### config.mk
export PLATFORM = sky130hd
export DESIGN_NAME = rv32i_alu_decoder
export DESIGN_NICKNAME = d
export VERILOG_FILES = /design/src/rtl/rv32i_alu_decoder.sv
export SDC_FILE = /design/constraint.sdc
export NUM_CORES = 1
export LEC_CHECK = 0
export CAP_MARGIN = 20
export CORE_MARGIN = 3
export CORE_UTILIZATION = 40
export CTS_CLUSTER_SIZE = 30
export DETAILED_ROUTE_END_ITERATION = 16
export GPL_TIMING_DRIVEN = 0
export PLACE_DENSITY = 0.78
export SETUP_SLACK_MARGIN = 0.2
export SYNTH_ARGS = -nofsm -noshare
export SYNTH_HDL_FRONTEND = slang
export SYNTH_SLANG_ARGS = --single-unit
### constraint.sdc
create_clock -name i_clk -period 1.6 [get_ports i_clk]
set_input_delay 0.32 -clock i_clk [delete_from_list [all_inputs] [get_ports i_clk]]
set_output_delay 0.32 -clock i_clk [all_outputs]
set_load 0.01 [all_outputs]
### src/rtl/rv32i_alu_decoder.sv
// rv32i_alu_decoder: registered RV32I OP/OP_IMM decode stage with a one-entry skid buffer.
// Define DECODE_STATS_EN to enable the transfer/illegal statistics counters.
module rv32i_alu_decoder #(
    parameter int XLEN     = 32,
    parameter int ALU_OP_W = 4
) (
    input  logic                i_clk,
    input  logic                i_rst_n,
    input  logic [31:0]         i_instr,
    input  logic                i_valid,
    output logic                o_ready,
    input  logic                i_flush,
    output logic                o_valid,
    input  logic                i_ready,
    output logic [4:0]          o_rd,
    output logic [4:0]          o_rs1,
    output logic [4:0]          o_rs2,
    output logic [XLEN-1:0]     o_imm,
    output logic [ALU_OP_W-1:0] o_alu_op,
    output logic                o_use_imm,
    output logic                o_reg_write,
    output logic                o_illegal,
    output logic [31:0]         o_decoded_cnt,
    output logic [31:0]         o_illegal_cnt
);
    typedef enum logic [1:0] {EMPTY, ONE, FULL} state_t;
    typedef struct packed {
        logic [4:0]          rd;
        logic [4:0]          rs1;
        logic [4:0]          rs2;
        logic [XLEN-1:0]     imm;
        logic [ALU_OP_W-1:0] alu_op;
        logic                use_imm;
        logic                reg_write;
        logic                illegal;
    } dec_t;

    localparam logic [6:0] OPC_OP  = 7'b0110011;
    localparam logic [6:0] OPC_IMM = 7'b0010011;
    localparam logic [6:0] F7_ALT  = 7'b0100000;

    state_t              state;
    dec_t                dec, out_q, skid_q;
    logic [6:0]          opc, f7;
    logic [2:0]          f3;
    logic                alt, is_op, is_imm, is_shift, legal, acc, drn;
    logic [ALU_OP_W-1:0] base_op;

    assign acc = i_valid && o_ready;
    assign drn = o_valid && i_ready;

    always_comb begin
        opc      = i_instr[6:0];
        f3       = i_instr[14:12];
        f7       = i_instr[31:25];
        alt      = f7 == F7_ALT;
        is_op    = opc == OPC_OP;
        is_imm   = opc == OPC_IMM;
        is_shift = f3 == 3'd1 || f3 == 3'd5;
        legal    = is_op  ? (f7 == 7'd0 || (alt && (f3 == 3'd0 || f3 == 3'd5))) :
                   is_imm ? (f3 == 3'd1 ? f7 == 7'd0 : f3 == 3'd5 ? (f7 == 7'd0 || alt) : 1'b1) :
                   1'b0;
        case (f3)
            3'd0:    base_op = ALU_OP_W'(0);
            3'd1:    base_op = ALU_OP_W'(2);
            3'd2:    base_op = ALU_OP_W'(3);
            3'd3:    base_op = ALU_OP_W'(4);
            3'd4:    base_op = ALU_OP_W'(5);
            3'd5:    base_op = ALU_OP_W'(6);
            3'd6:    base_op = ALU_OP_W'(8);
            default: base_op = ALU_OP_W'(9);
        endcase
        dec           = '0;
        dec.rd        = i_instr[11:7];
        dec.rs1       = i_instr[19:15];
        dec.rs2       = i_instr[24:20];
        dec.illegal   = !legal;
        dec.reg_write = legal && i_instr[11:7] != 5'd0;
        dec.use_imm   = legal && is_imm;
        // SUB and SRA sit one code above ADD and SRL; ADDI never selects SUB
        dec.alu_op    = !legal ? ALU_OP_W'(0) :
                        (alt && (f3 == 3'd0 ? is_op : f3 == 3'd5)) ? base_op + ALU_OP_W'(1) : base_op;
        dec.imm       = !(legal && is_imm) ? '0 :
                        is_shift ? XLEN'(i_instr[24:20]) : {{(XLEN-12){i_instr[31]}}, i_instr[31:20]};
    end

    always_ff @(posedge i_clk or negedge i_rst_n) begin
        if (!i_rst_n) begin
            state   <= EMPTY;
            o_valid <= 1'b0;
            o_ready <= 1'b1;
            out_q   <= '0;
            skid_q  <= '0;
        end else if (i_flush) begin
            state   <= EMPTY;
            o_valid <= 1'b0;
            o_ready <= 1'b1;
        end else begin
            case (state)
                EMPTY: begin
                    if (acc) begin
                        out_q   <= dec;
                        state   <= ONE;
                        o_valid <= 1'b1;
                    end
                end
                ONE: begin
                    if (acc && drn) begin
                        out_q <= dec;
                    end else if (acc) begin
                        skid_q  <= dec;
                        state   <= FULL;
                        o_ready <= 1'b0;
                    end else if (drn) begin
                        state   <= EMPTY;
                        o_valid <= 1'b0;
                    end
                end
                FULL: begin
                    if (drn) begin
                        out_q   <= skid_q;
                        state   <= ONE;
                        o_ready <= 1'b1;
                    end
                end
                default: state <= EMPTY;
            endcase
        end
    end

    assign o_rd        = out_q.rd;
    assign o_rs1       = out_q.rs1;
    assign o_rs2       = out_q.rs2;
    assign o_imm       = out_q.imm;
    assign o_alu_op    = out_q.alu_op;
    assign o_use_imm   = out_q.use_imm;
    assign o_reg_write = out_q.reg_write;
    assign o_illegal   = out_q.illegal;

`ifdef DECODE_STATS_EN
    logic [31:0] dec_cnt, ill_cnt;
    always_ff @(posedge i_clk or negedge i_rst_n) begin
        if (!i_rst_n) begin
            dec_cnt <= '0;
            ill_cnt <= '0;
        end else if (drn) begin
            dec_cnt <= dec_cnt + 32'd1;
            ill_cnt <= ill_cnt + {31'd0, out_q.illegal};
        end
    end
    assign o_decoded_cnt = dec_cnt;
    assign o_illegal_cnt = ill_cnt;
`else
    assign o_decoded_cnt = '0;
    assign o_illegal_cnt = '0;
`endif
endmodule

# Yosys cells after proc, flatten, opt, wreduce, memory -nomap -nowiden
# Index checks and enable logic that the tools add are counted.
[classes]
n_div = 0
muxes = 32
n_bitwise = 2
mul = 0
reduce_logical = 24
magnitude_cmp = 0
eq_ne = 21
shift = 0
add_sub_neg = 1
[ops]
columns = ["op", "count"]
rows = [
  ["$mux W54", 3],
  ["$pmux W54 S3", 1],
  ["$mux W32", 2],
  ["$pmux W4 S7", 1],
  ["$ne A3 B3 Y1 const B", 6],
  ["$eq A7 B6 Y1 const B", 2],
  ["$mux W1", 14],
  ["$mux W2", 6],
  ["$reduce_and A4 Y1", 3],
  ["$reduce_and A5 Y1", 2],
  ["$eq A3 B3 Y1 const B", 3],
  ["$reduce_bool A3 Y1", 3],
  ["$mux W4", 2],
  ["$eq A7 B5 Y1 const B", 1],
  ["$logic_and A1 B1 Y1", 7],
  ["$logic_not A7 Y1", 1],
  ["$eq A3 B2 Y1 const B", 2],
  ["$ne A2 B2 Y1 const B", 3],
  ["$pmux W2 S3", 1],
  ["$reduce_bool A5 Y1", 1],
  ["$add A4 B1 Y4 const B", 1],
  ["$logic_or A1 B1 Y1", 4],
  ["$ne A4 B4 Y1 const B", 1],
  ["$pmux W1 S2", 2],
  ["7 further kinds", 8],
]
[word_totals]
mem_bits_ro = 0
latchBits = 0
memories = 0
ff_bits = 112
mem_bits_rw = 0

# Logic depth before layout (Yosys ltp)
# Gate-level depths: netlist (run 1).
[depth]
ltp_word = 10
ltp_mapped = 9
depth_no_buf = 8

# Least setup slack after synthesis (run 1)
# Ideal clock, no wire load.
[synth_path]
path_type = "input to register"
startpoint = "input i_instr[13]"
endpoint = "register out_q (netlist bit o_alu_op[2])"
required_time_ns = 1.469
path_slack_ns = -0.091
path_stages = 8
arrival_time_ns = 1.560
setup_ns = 0.131
cell_sequence = "buf_2 -> nand2b_1 -> a32o_1 -> ha_1 -> and2_1 -> nand4_1 -> xor2_1 -> o22ai_1"
[synth_via]
elab_chain_cells = 8
[synth_lines]
columns = ["element", "line", "text"]
rows = [
  ["start, declared", "9", "input logic [31:0] i_instr,"],
  ["parallel branches: the longest is 5 deep, another holds $add A4 B1 Y4", "--", ""],
  ["$mux W4 *", "81", "dec.alu_op = !legal ? ALU_OP_W'(0) :"],
  ["$mux W54 (on tied branches)", "108, 101", ""],
  ["$pmux W54 S3 *", "99", "case (state)"],
  ["end signal, assigned", "121", "out_q <= skid_q;"],
  ["end, declared", "43", "dec_t dec, out_q, skid_q;"],
]
# Mark *: on every way between the ends. The select of a mux whose other input is x is not followed.
# A chain may end at the register's enable or synchronous reset.

# Final worst setup path (run 1)
[layout_path]
startpoint = "register o_ready"
endpoint = "register skid_q[17] (netlist name)"
[layout_via]
elab_chain_cells = 4
[layout_lines]
columns = ["element", "line", "text"]
rows = [
  ["start, declared", "11", "output logic o_ready,"],
  ["start signal, assigned", "91", "o_ready <= 1'b1;"],
  ["start signal, assigned", "97", "o_ready <= 1'b1;"],
  ["start signal, assigned", "113", "o_ready <= 1'b0;"],
  ["$logic_and A1 B1 Y1 *", "49", "assign acc = i_valid && o_ready;"],
  ["$logic_and A1 B1 Y1", "108", "if (acc && drn) begin"],
  ["$not A1 Y1 (no line)", "--", ""],
  ["$reduce_and A4 Y1 (no line) *", "--", ""],
  ["end signal, assigned", "93", "skid_q <= '0;"],
  ["end signal, assigned", "111", "skid_q <= dec;"],
  ["end, declared", "43", ""],
]
# Every way passes the cells marked *; elsewhere a longest branch is shown, timed or not.

==> results of run 1 <==
-- through the flow --
| step | area (um2) | util [%] | total power [mW] |
|---|---|---|---|
| global placement | 5420 | 55.2 | 4.89 |
| finish | 6760 | 68.8 | 7.45 |
| detailed placement | 5420 | 55.2 | 4.97 |
| CTS | 6130 | 62.4 | 6.83 |
| floorplan | 4360 | - | 3.76 |
| global route | 6760 | 68.8 | 7.77 |
-- registers in the layout (all words and copies together), names as in the netlist --
signal	count
o_alu_op	4
o_ready	1
skid_q	34
state	2
o_rs2	5
o_imm	12
o_valid	1
o_use_imm	1
o_rd	5
o_illegal	1
o_reg_write	1
o_rs1	5
-- layout by cell type, fill, tap and decap left out, drive strengths merged, types with 2 or more instances in the layout --
| master | synthesis | routed |
|---|---|---|
| o2bb2ai | 2 | 2 |
| nor2 | 46 | 46 |
| o22ai | 2 | 2 |
| xor2 | 2 | 2 |
| nand3 | 27 | 28 |
| mux2i | 5 | 5 |
| and3 | 2 | 2 |
| o21ai | 7 | 7 |
| a22o | 3 | 3 |
| nand2 | 128 | 128 |
| buf | 107 | 166 |
| clkdlybuf4s15 | 0 | 5 |
| clkinv | 0 | 2 |
| nand4 | 2 | 2 |
| nand3b | 2 | 2 |
| a31oi | 29 | 29 |
| dfrtp | 71 | 71 |
| a21boi | 2 | 2 |
| nand2b | 6 | 6 |
| clkbuf | 5 | 22 |
| conb | 1 | 64 |
| clkdlybuf4s50 | 0 | 19 |
| and2 | 6 | 6 |
| a21oi | 5 | 5 |
| dlygate4sd2 | 0 | 42 |
-- layer usage --
metal / track usage [%] / vias to the layer above
met4: 10.1 / 0
met1: 23.6 / 1955
met2: 36.4 / 232
met5: 0 / -
li1: - / 1835
met3: 5.72 / 45
-- worst max-delay path, delay by kind of cell (launching register included) --
family | cells | cell delay, ns
buffers and inverters | 4 | 0.58
flip-flops | 1 | 0.53
AND/OR/NAND/NOR | 4 | 0.49
-- power by group through the flow --
stage          Combinational (mW)  Clock, mW  Sequential (mW)
6_report                     3.24       1.60             2.62
5_1_grt                      3.45       1.66             2.66
4_1_cts                      2.75       1.55             2.53
3_5_place_dp                 2.39          0             2.58
3_3_place_gp                 2.34          0             2.55
2_1_floorplan                1.12          0             2.64
-- cell type report --
class	count	area, um2	share of cell area, %
buffer	112	996	14.7
multi-input combinational	357	2160	31.9
clock inverter	5	63.8	0.944
tap	133	166	2.46
timing repair buffer	131	1420	20.9
sequential	72	1810	26.8
clock buffer	11	151	2.24
-- logic make-up after synthesis --
logic type / Yosys count
AND/OR/NAND/NOR: 228
buffers and inverters: 112
multiplexers: 6
XOR/XNOR: 2
adder cells (fa/ha/maj): 1
other: 1
flip-flops: 72
AO/OA/AOI/OAI: 55
-- how the worst max path moves through the flow --
stage / from / to / slack [ns] / cells past startpoint
2_1_floorplan: o_ready / o_illegal / 0.004 / 6
3_3_place_gp: i_rst_n / o_imm[6] / -2.18 / 1
3_5_place_dp: i_instr[12] / o_alu_op[2] / -0.60 / 8
4_1_cts: o_ready / skid_q[37] / -0.03 / 7
5_1_grt: o_ready / skid_q[17] / -0.19 / 8
6_report: o_ready / skid_q[17] / -0.12 / 8
-- repair_timing --
item,in CTS,in global routing
hold buffers,0,0
endpoints found under the setup margin,125,103
gates resized for setup,239,107
pin swaps,15,49
setup buffers,15,16
gates cloned,5,6
==> flow_summary_export.csv, run 1 <==
group,metric,value,unit
run_status,status,"finished, violations left",
run_status,violations,"setup timing",
power,clock_power_share,21.4,%
power,vdd_drop_max,523,uV
power,leakagePower,3.28,nW
power,p_per_area,1100,nW/um2
clocking,insertion_delay,0.36,ns
synthesis,ys_warn_count,0,
synthesis,synth_xor_xnor_area_share,0.431,%
final_layout,syn_to_final_growth,66.3,%
final_layout,drive_above_1_share,42.3,%
floorplan,die_y,107,um
sta,setup_viol,72,
final_layout,fillers,690,
sta,clock_skew,0.0141,ns
synthesis,synth_compound_area_share,9.12,%
critical_path,cp_slowest_stage_delay,0.53,ns
global_route,grt_pass1_vias,3875,
global_route,grt_first_pass_wirelength,18900,um
synthesis,netlist_area,4060,um2
global_route,antenna_found_initial,0,
critical_path,reg2reg_from,"o_ready",
synthesis,ys_ff_latch,72,
clocking,clk_path_buf_depth,2,
route,drtIter0Drc,332,
synthesis,ys.flop_type,"dfrtp_1",
placement,place_inst,763,
floorplan,row_count,36,
synthesis,yosysTopAreaCell,"dfrtp_1",
clocking,tritoncts,"built",
clocking,cts-root-buf,"clkbuf_8",
route,vias_per_cell,4.95,
synthesis,yosysMostFrequentCell,"nand2_1",
sta,worst_slack,-0.125,ns
critical_path,worstRegToRegCells,8,
synthesis,synth_top_family_by_area,"simple AND/OR/NAND/NOR gates",
route,ant_nets,0,
floorplan,core,9820,um2
route,vias,4067,
sta,fin_crit,1.72,ns
synthesis,synthTopCellsByArea,"dfrtp_1 44%, buf_4 16%, nand2_1 12%",
critical_path,critPathArrivalTime,1.96,ns
sta,whs,0.0954,ns
sta,hold_violations,0,
power,power_frac_seq,35.1,%
sta,tns,-4.73,ns
sta,drv_slew,0,
critical_path,crit_chain,"and3b_1 > buf_6 > buf_6 > buf_6 > nand3_4 > clkbuf_16 > nand2_4 > nand2_1",
clocking,numCtsBuffers,9,
global_route,grt_usage,20.9,%
global_route,grt_max_degree,73,
floorplan,start_util,41.4,%
route,dr.pass1.iters,6,
run,drv_cap,0,
floorplan,die_w,107,um
global_route,grt.overflow.total,0,
route,met3WireLength,1120,um
synthesis,synth_area_per_cell,8.52,um2
synthesis,synth_mux_area_share,1.51,%
power,netSwitchingFraction,34.1,%
placement,portBuffers,90,
synthesis,synth_top_area_share,43.7,%
sta,worst_pin_slew,0.915,ns
final_layout,layout.cells.non_filler,821,
synthesis,synth_common_cells,"128 x nand2_1, 84 x buf_4, 71 x dfrtp_1",
synthesis,synthSimpleGateAreaFrac,24.8,%
placement,dpl.hpwl,7730,um
floorplan,num_io_pins,157,
route,top_layer,"met4",
critical_path,crit_required,1.84,ns
power,internal_power,4.91,mW
route,routed_wirelength,13700,um
synthesis,synth-edff-count,0,
route,wl_met2,7120,um
sta,fin_crit_sh,108,%
placement,post-place-ws,-0.601,ns
floorplan,die_area,11400,um2
final_layout,antennaDiodeCount,0,
sta,max_freq,580,MHz
synthesis,synth_fa_ha_area_share,0.308,%
critical_path,critPathKind,"reg2reg",
sta,rsz0062_at_grt,"yes",
critical_path,crit_path_frequent_cell,"buf_6",
power,power.switching,2.54,mW
route,wl_met1,5100,um
sta,slew_headroom,39.0,%
critical_path,cp_max_fo,8,
worst_hold_path,hold_path_class,"in2async",
final_layout,fin_nets,721,
synthesis,seq_area_frac_synth,44.4,%
route,routedWlPerCell,16.7,um
clocking,clk_pin_slew,0.09,ns
synthesis,synthArstFlopShare,100,%
route,drt_drc_violations_left,0,
synthesis,synth_cell_types,44,
critical_path,cpMaxStageDelayCell,"dfstp_2",
critical_path,cp-start-kind,"flop",
clocking,htree_levels,3,
critical_path,r2r_setup_slack,-0.12,ns
power,combPwrFrac,43.5,%
synthesis,syn_inst,477,
placement,gp_congestion,0.862,
critical_path,end_kind,"flop",
critical_path,timing.rr.end,"skid_q[17]",
clocking,cts_sinks,72,
No activity file was read; power rests on OpenSTA's default activity.
==> run 2, diff against run 1 <==
--- a/config.mk
+++ b/config.mk
@@ -11,7 +11,7 @@
 export CTS_CLUSTER_SIZE = 30
 export DETAILED_ROUTE_END_ITERATION = 16
 export GPL_TIMING_DRIVEN = 0
-export PLACE_DENSITY = 0.78
+export PLACE_DENSITY = 0.83
 export SETUP_SLACK_MARGIN = 0.2
 export SYNTH_ARGS = -nofsm -noshare
 export SYNTH_HDL_FRONTEND = slang
==> flow_summary_export.csv, run 2 (synthesis results as in run 1) <==
group,metric,value,unit
critical_path,critPathArrivalTime,2.14,ns
critical_path,r2r_setup_slack,-0.27,ns
global_route,grt_pass1_vias,4129,
route,routedWlPerCell,18.9,um
global_route,grt_first_pass_wirelength,21500,um
route,drt_drc_violations_left,0,
power,finalPower,7.80,mW
placement,gp_congestion,0.858,
critical_path,critPathKind,"reg2reg",
power,power_frac_seq,33.7,%
placement,dpl.hpwl,7720,um
clocking,tritoncts,"built",
route,vias,4382,
floorplan,num_io_pins,157,
sta,rsz0062_at_grt,"yes",
sta,fin_crit,1.87,ns
critical_path,cpMaxStageDelayCell,"dfrtp_1",
sta,clock_skew,0.0171,ns
power,internal_power,5.16,mW
final_layout,syn_to_final_growth,70.6,%
run_status,status,"finished, violations left",
sta,fin_crit_sh,117,%
worst_hold_path,hold_path_class,"in2async",
sta,max_freq,534,MHz
run_status,violations,"setup timing",
power,clock_power_share,23.5,%
final_layout,top_register,"skid_q",
clocking,numCtsBuffers,9,
placement,placed_cell_area,5420,um2
critical_path,timing.rr.end,"o_rd[4]",
sta,worst_pin_slew,0.928,ns
critical_path,reg2reg_from,"state[0]",
route,dr.pass1.iters,6,
final_layout,antennaDiodeCount,0,
final_layout,stdcell_area,6930,um2
floorplan,die_y,107,um
final_layout,final_common_cell,"buf_4",
floorplan,core,9820,um2
placement,portBuffers,90,
sta,setup_viol,82,
final_layout,fin_nets,730,
clocking,cts_sinks,72,
floorplan,die_area,11400,um2
clocking,cts-root-buf,"clkbuf_8",
critical_path,crit_chain,"buf_4 > nor2b_1 > buf_4 > nor2_4 > o2bb2ai_4 > buf_6 > buf_6 > buf_12 > nor2_2 > a31oi_1",
power,p_per_area,1130,nW/um2
floorplan,row_count,36,
global_route,grt_max_degree,73,
clocking,clk_path_buf_depth,2,
route,ant_nets,0,
global_route,grt.overflow.total,0,
route,vias_per_cell,5.28,
sta,drv_slew,0,
floorplan,die_w,107,um
sta,slew_headroom,38.1,%
run,drv_cap,0,
final_layout,fillers,649,
final_layout,most-common-layout-cells,"99 x buf_4, 84 x nand2_1, 69 x dfrtp_1, 64 x conb_1, 47 x buf_6",
power,leakagePower,3.37,nW
placement,place_inst,763,
power,power.switching,2.64,mW
sta,worst_slack,-0.272,ns
sta,hold_violations,0,
clocking,insertion_delay,0.36,ns
critical_path,cp_slowest_stage_delay,0.38,ns
route,routed_wirelength,15700,um
critical_path,crit_required,1.87,ns
power,combPwrFrac,42.7,%
critical_path,cp_max_fo,9,
final_layout,layout.cells.non_filler,830,
critical_path,end_kind,"flop",
floorplan,start_util,41.4,%
global_route,antenna_found_initial,0,
power,netSwitchingFraction,33.9,%
power,vdd_drop_max,497,uV
global_route,grt_usage,24.1,%
critical_path,worstRegToRegCells,10,
critical_path,cp-start-kind,"flop",
route,drtIter0Drc,375,
clocking,clk_pin_slew,0.09,ns
final_layout,largest_reg_flops,34,
final_layout,drive_above_1_share,44.3,%
clocking,htree_levels,3,
[run 2: final cells by class]
type	count	area (um2)	share of cell area, %
buffer	112	973	14.0
clock buffer	11	141	2.04
clock inverter	5	104	1.50
multi-input combinational	356	2250	32.4
sequential	72	1810	26.1
tap	133	166	2.40
timing repair buffer	141	1490	21.5
[run 2: layer usage]
layer	wire [um]	track usage (%)	vias to the layer above	part of all wire, %
li1	-	-	1859	-
met1	5360	27.5	2050	34
met2	7600	41.9	370	48
met3	1620	5.96	103	10
met4	1130	11.8	0	7.2
met5	0	0	-	0
[run 2: power by group through the flow]
stage,clock network [mW],logic [mW],registers (mW)
2_1_floorplan,0,1.12,2.64
3_3_place_gp,0,2.34,2.55
3_5_place_dp,0,2.41,2.58
4_1_cts,1.78,2.74,2.54
5_1_grt,1.91,3.53,2.66
6_report,1.84,3.33,2.63
[run 2: how the worst max path moves through the flow]
stage,start,slack (ns),end,cells past startpoint
global route,state[0],-0.37,o_rd[4],10
detailed placement,i_instr[12],-0.61,skid_q[5],8
floorplan,o_ready,0.004,o_illegal,6
finish,state[0],-0.27,o_rd[4],10
CTS,o_imm[30],-0.11,o_imm[14],3
global placement,i_rst_n,-2.11,o_imm[6],1
[run 2: metrics by stage]
step | hold WS, ns | util [%] | setup TNS [ns] | worst slack (ns)
2_1_floorplan | 0.0244 | - | 0 | 0.00380
4_1_cts | 0.125 | 66.4 | -2.77 | -0.108
3_5_place_dp | 0.457 | 55.2 | -31.72 | -0.609
5_1_grt | 0.168 | 70.6 | -14.06 | -0.371
3_3_place_gp | 0.448 | 55.2 | -177.71 | -2.11
6_report | 0.0849 | 70.6 | -10.58 | -0.272
[run 2: worst max-delay path, delay by kind of cell, from the launching register on]
| kind | cells | cell delay, ns |
|---|---|---|
| compound gates | 2 | 0.38 |
| flops | 1 | 0.38 |
| simple gates | 3 | 0.22 |
| buf+inv | 5 | 0.79 |
[run 2: timing repair]
action                     in CTS  in global routing
buffers inserted               28                 12
hold buffers                    0                  0
pin swaps                      60                 16
setup endpoints to repair     125                101
gates resized for setup       256                104
cloned                         10                  1
==> run 3, diff against run 2 <==
--- a/config.mk
+++ b/config.mk
@@ -5,13 +5,12 @@
 export SDC_FILE = /design/constraint.sdc
 export NUM_CORES = 1
 export LEC_CHECK = 0
-export CAP_MARGIN = 20
 export CORE_MARGIN = 3
-export CORE_UTILIZATION = 40
+export CORE_UTILIZATION = 24
 export CTS_CLUSTER_SIZE = 30
 export DETAILED_ROUTE_END_ITERATION = 16
 export GPL_TIMING_DRIVEN = 0
-export PLACE_DENSITY = 0.83
+export PLACE_DENSITY = 0.57
 export SETUP_SLACK_MARGIN = 0.2
 export SYNTH_ARGS = -nofsm -noshare
 export SYNTH_HDL_FRONTEND = slang
==> flow_summary_export.csv, run 3 (synthesis results as in run 1) <==
group,metric,value,unit
run_status,status,"finished, violations left",
run_status,violations,"setup timing",
final_layout,fin_nets,723,
sta,worst_slack,-0.107,ns
sta,tns,-2.19,ns
sta,rsz0062_at_grt,"yes",
global_route,grt_usage,13.4,%
clocking,numCtsBuffers,9,
clocking,cts_sinks,72,
critical_path,cpMaxStageDelayCell,"dfstp_2",
placement,place_inst,847,
final_layout,final_common_cell,"nand2_1",
placement,portBuffers,90,
floorplan,start_util,25.0,%
route,vias,3770,
sta,hold_violations,0,
sta,setup_viol,37,
power,leakagePower,3.37,nW
sta,fin_crit,1.71,ns
floorplan,die_w,136,um
sta,fin_crit_sh,107,%
clocking,cts-root-buf,"clkbuf_16",
floorplan,die_y,136,um
floorplan,die_area,18500,um2
floorplan,num_io_pins,157,
route,ant_nets,0,
clocking,htree_levels,3,
floorplan,core,16200,um2
critical_path,critPathArrivalTime,1.95,ns
critical_path,critPathKind,"reg2reg",
critical_path,end_kind,"flop",
critical_path,crit_chain,"and3b_1 > buf_6 > nor2_4 > o2bb2ai_4 > buf_12 > clkbuf_16 > nor2_2 > a31oi_1",
global_route,antenna_found_initial,0,
placement,dpl.hpwl,8290,um
route,dr.pass1.iters,4,
clocking,clk_path_buf_depth,2,
sta,slew_headroom,65.0,%
final_layout,post-route-util,43.1,%
clocking,insertion_delay,0.33,ns
route,routed_wirelength,13000,um
final_layout,top_register,"skid_q",
final_layout,layout.cells.non_filler,906,
final_layout,antennaDiodeCount,0,
clocking,tritoncts,"built",
sta,clock_skew,0.00713,ns
sta,drv_slew,0,
sta,max_freq,586,MHz
worst_hold_path,hold_path_class,"in2reg",
route,drt_drc_violations_left,0,
power,finalPower,7.93,mW
clocking,clk_pin_slew,0.06,ns
final_layout,most-common-layout-cells,"85 x nand2_1, 84 x buf_4, 69 x dfrtp_1, 64 x conb_1, 58 x buf_6",
sta,worst_pin_slew,0.525,ns
global_route,grt_pass1_vias,3482,
floorplan,row_count,46,
final_layout,largest_reg_flops,34,
global_route,grt_first_pass_wirelength,19200,um
critical_path,cp-start-kind,"flop",
route,drtIter0Drc,269,
global_route,grt.overflow.total,0,
critical_path,cp_max_fo,8,
critical_path,crit_required,1.85,ns
global_route,grt_max_degree,56,
power,vdd_drop_max,594,uV
final_layout,drive_above_1_share,41.7,%
placement,post-place-ws,-0.646,ns
critical_path,cp_slowest_stage_delay,0.53,ns
final_layout,syn_to_final_growth,72.3,%
power,p_per_area,1130,nW/um2
run,drv_cap,0,
route,routedWlPerCell,14.4,um
placement,gp_congestion,0.728,
route,vias_per_cell,4.16,
run 3: cell types whose count changed in the layout (fill, tap and decap cells not counted), sizes merged, moves of 2 or more:
cell           delta
clkbuf            -3
clkdlybuf4s50     -4
clkdlybuf4s15     +4
clkinv            -2
buf               -3
run 3: timing repair:
item                                    in CTS  in global routing
pin swaps                                   66                 14
endpoints found under the setup margin     125                 93
gates cloned                                 8                  3
hold buffers                                 1                  0
gates resized for setup                    296                 61
setup buffers                               27                  4
endpoints found under the hold margin       16                  0
run 3: per-layer routing:
metal | wire length, um | global-route usage (%) | vias to the layer above
met2 | 6180 | 22.2 | 142
met1 | 5550 | 17.4 | 1770
li1 | - | - | 1850
met3 | 1180 | 4.59 | 8
met4 | 98 | 2.18 | 0
met5 | 0 | 0 | -
run 3: power by group:
part           switching [mW]  total (mW)  internal, mW
clock network           0.772        2.19          1.41
registers               0.358        2.62          2.26
logic                    1.31        3.12          1.81
total                    2.44        7.93          5.49
run 3: critical path: cells and delay by family (launching register included):
kind                   cells  cell delay (ns)
AO/OA/AOI/OAI              2             0.36
buffers and inverters      3             0.48
flip-flops                 1             0.53
AND/OR/NAND/NOR            3             0.23
run 3: worst paths after layout:
path                              from          to  slack [ns]  depth (start not counted)
hold / removal             i_instr[28]  skid_q[15]        0.30                          3
max in group asynchronous      i_rst_n   o_imm[30]        0.63                          3
hold reg to reg             skid_q[41]  skid_q[41]        0.49                          2
min in group asynchronous      i_rst_n    o_imm[8]        0.41                          2
setup / recovery               o_ready    o_imm[1]       -0.11                          8
setup reg to reg               o_ready    o_imm[1]       -0.11                          8
run 3: metrics by stage:
| stage | area (um2) | hold WS (ns) |
|---|---|---|
| after floorplan | 4360 | 0.0244 |
| final | 7000 | 0.304 |
| after global placement | 5530 | 0.451 |
| after detailed placement | 5550 | 0.225 |
| after global routing | 7000 | 0.307 |
| after CTS | 6710 | 0.310 |
run 3: layout make-up:
cell class                      instances  area [um2]
Clock buffer                           12         246
Sequential cell                        72        1810
Tap cell                              216         270
Timing Repair Buffer                  134        1500
Clock inverter                          4        76.3
Fill cell                            1557        9230
Buffer                                112        1000
Multi-Input combinational cell        356        2090
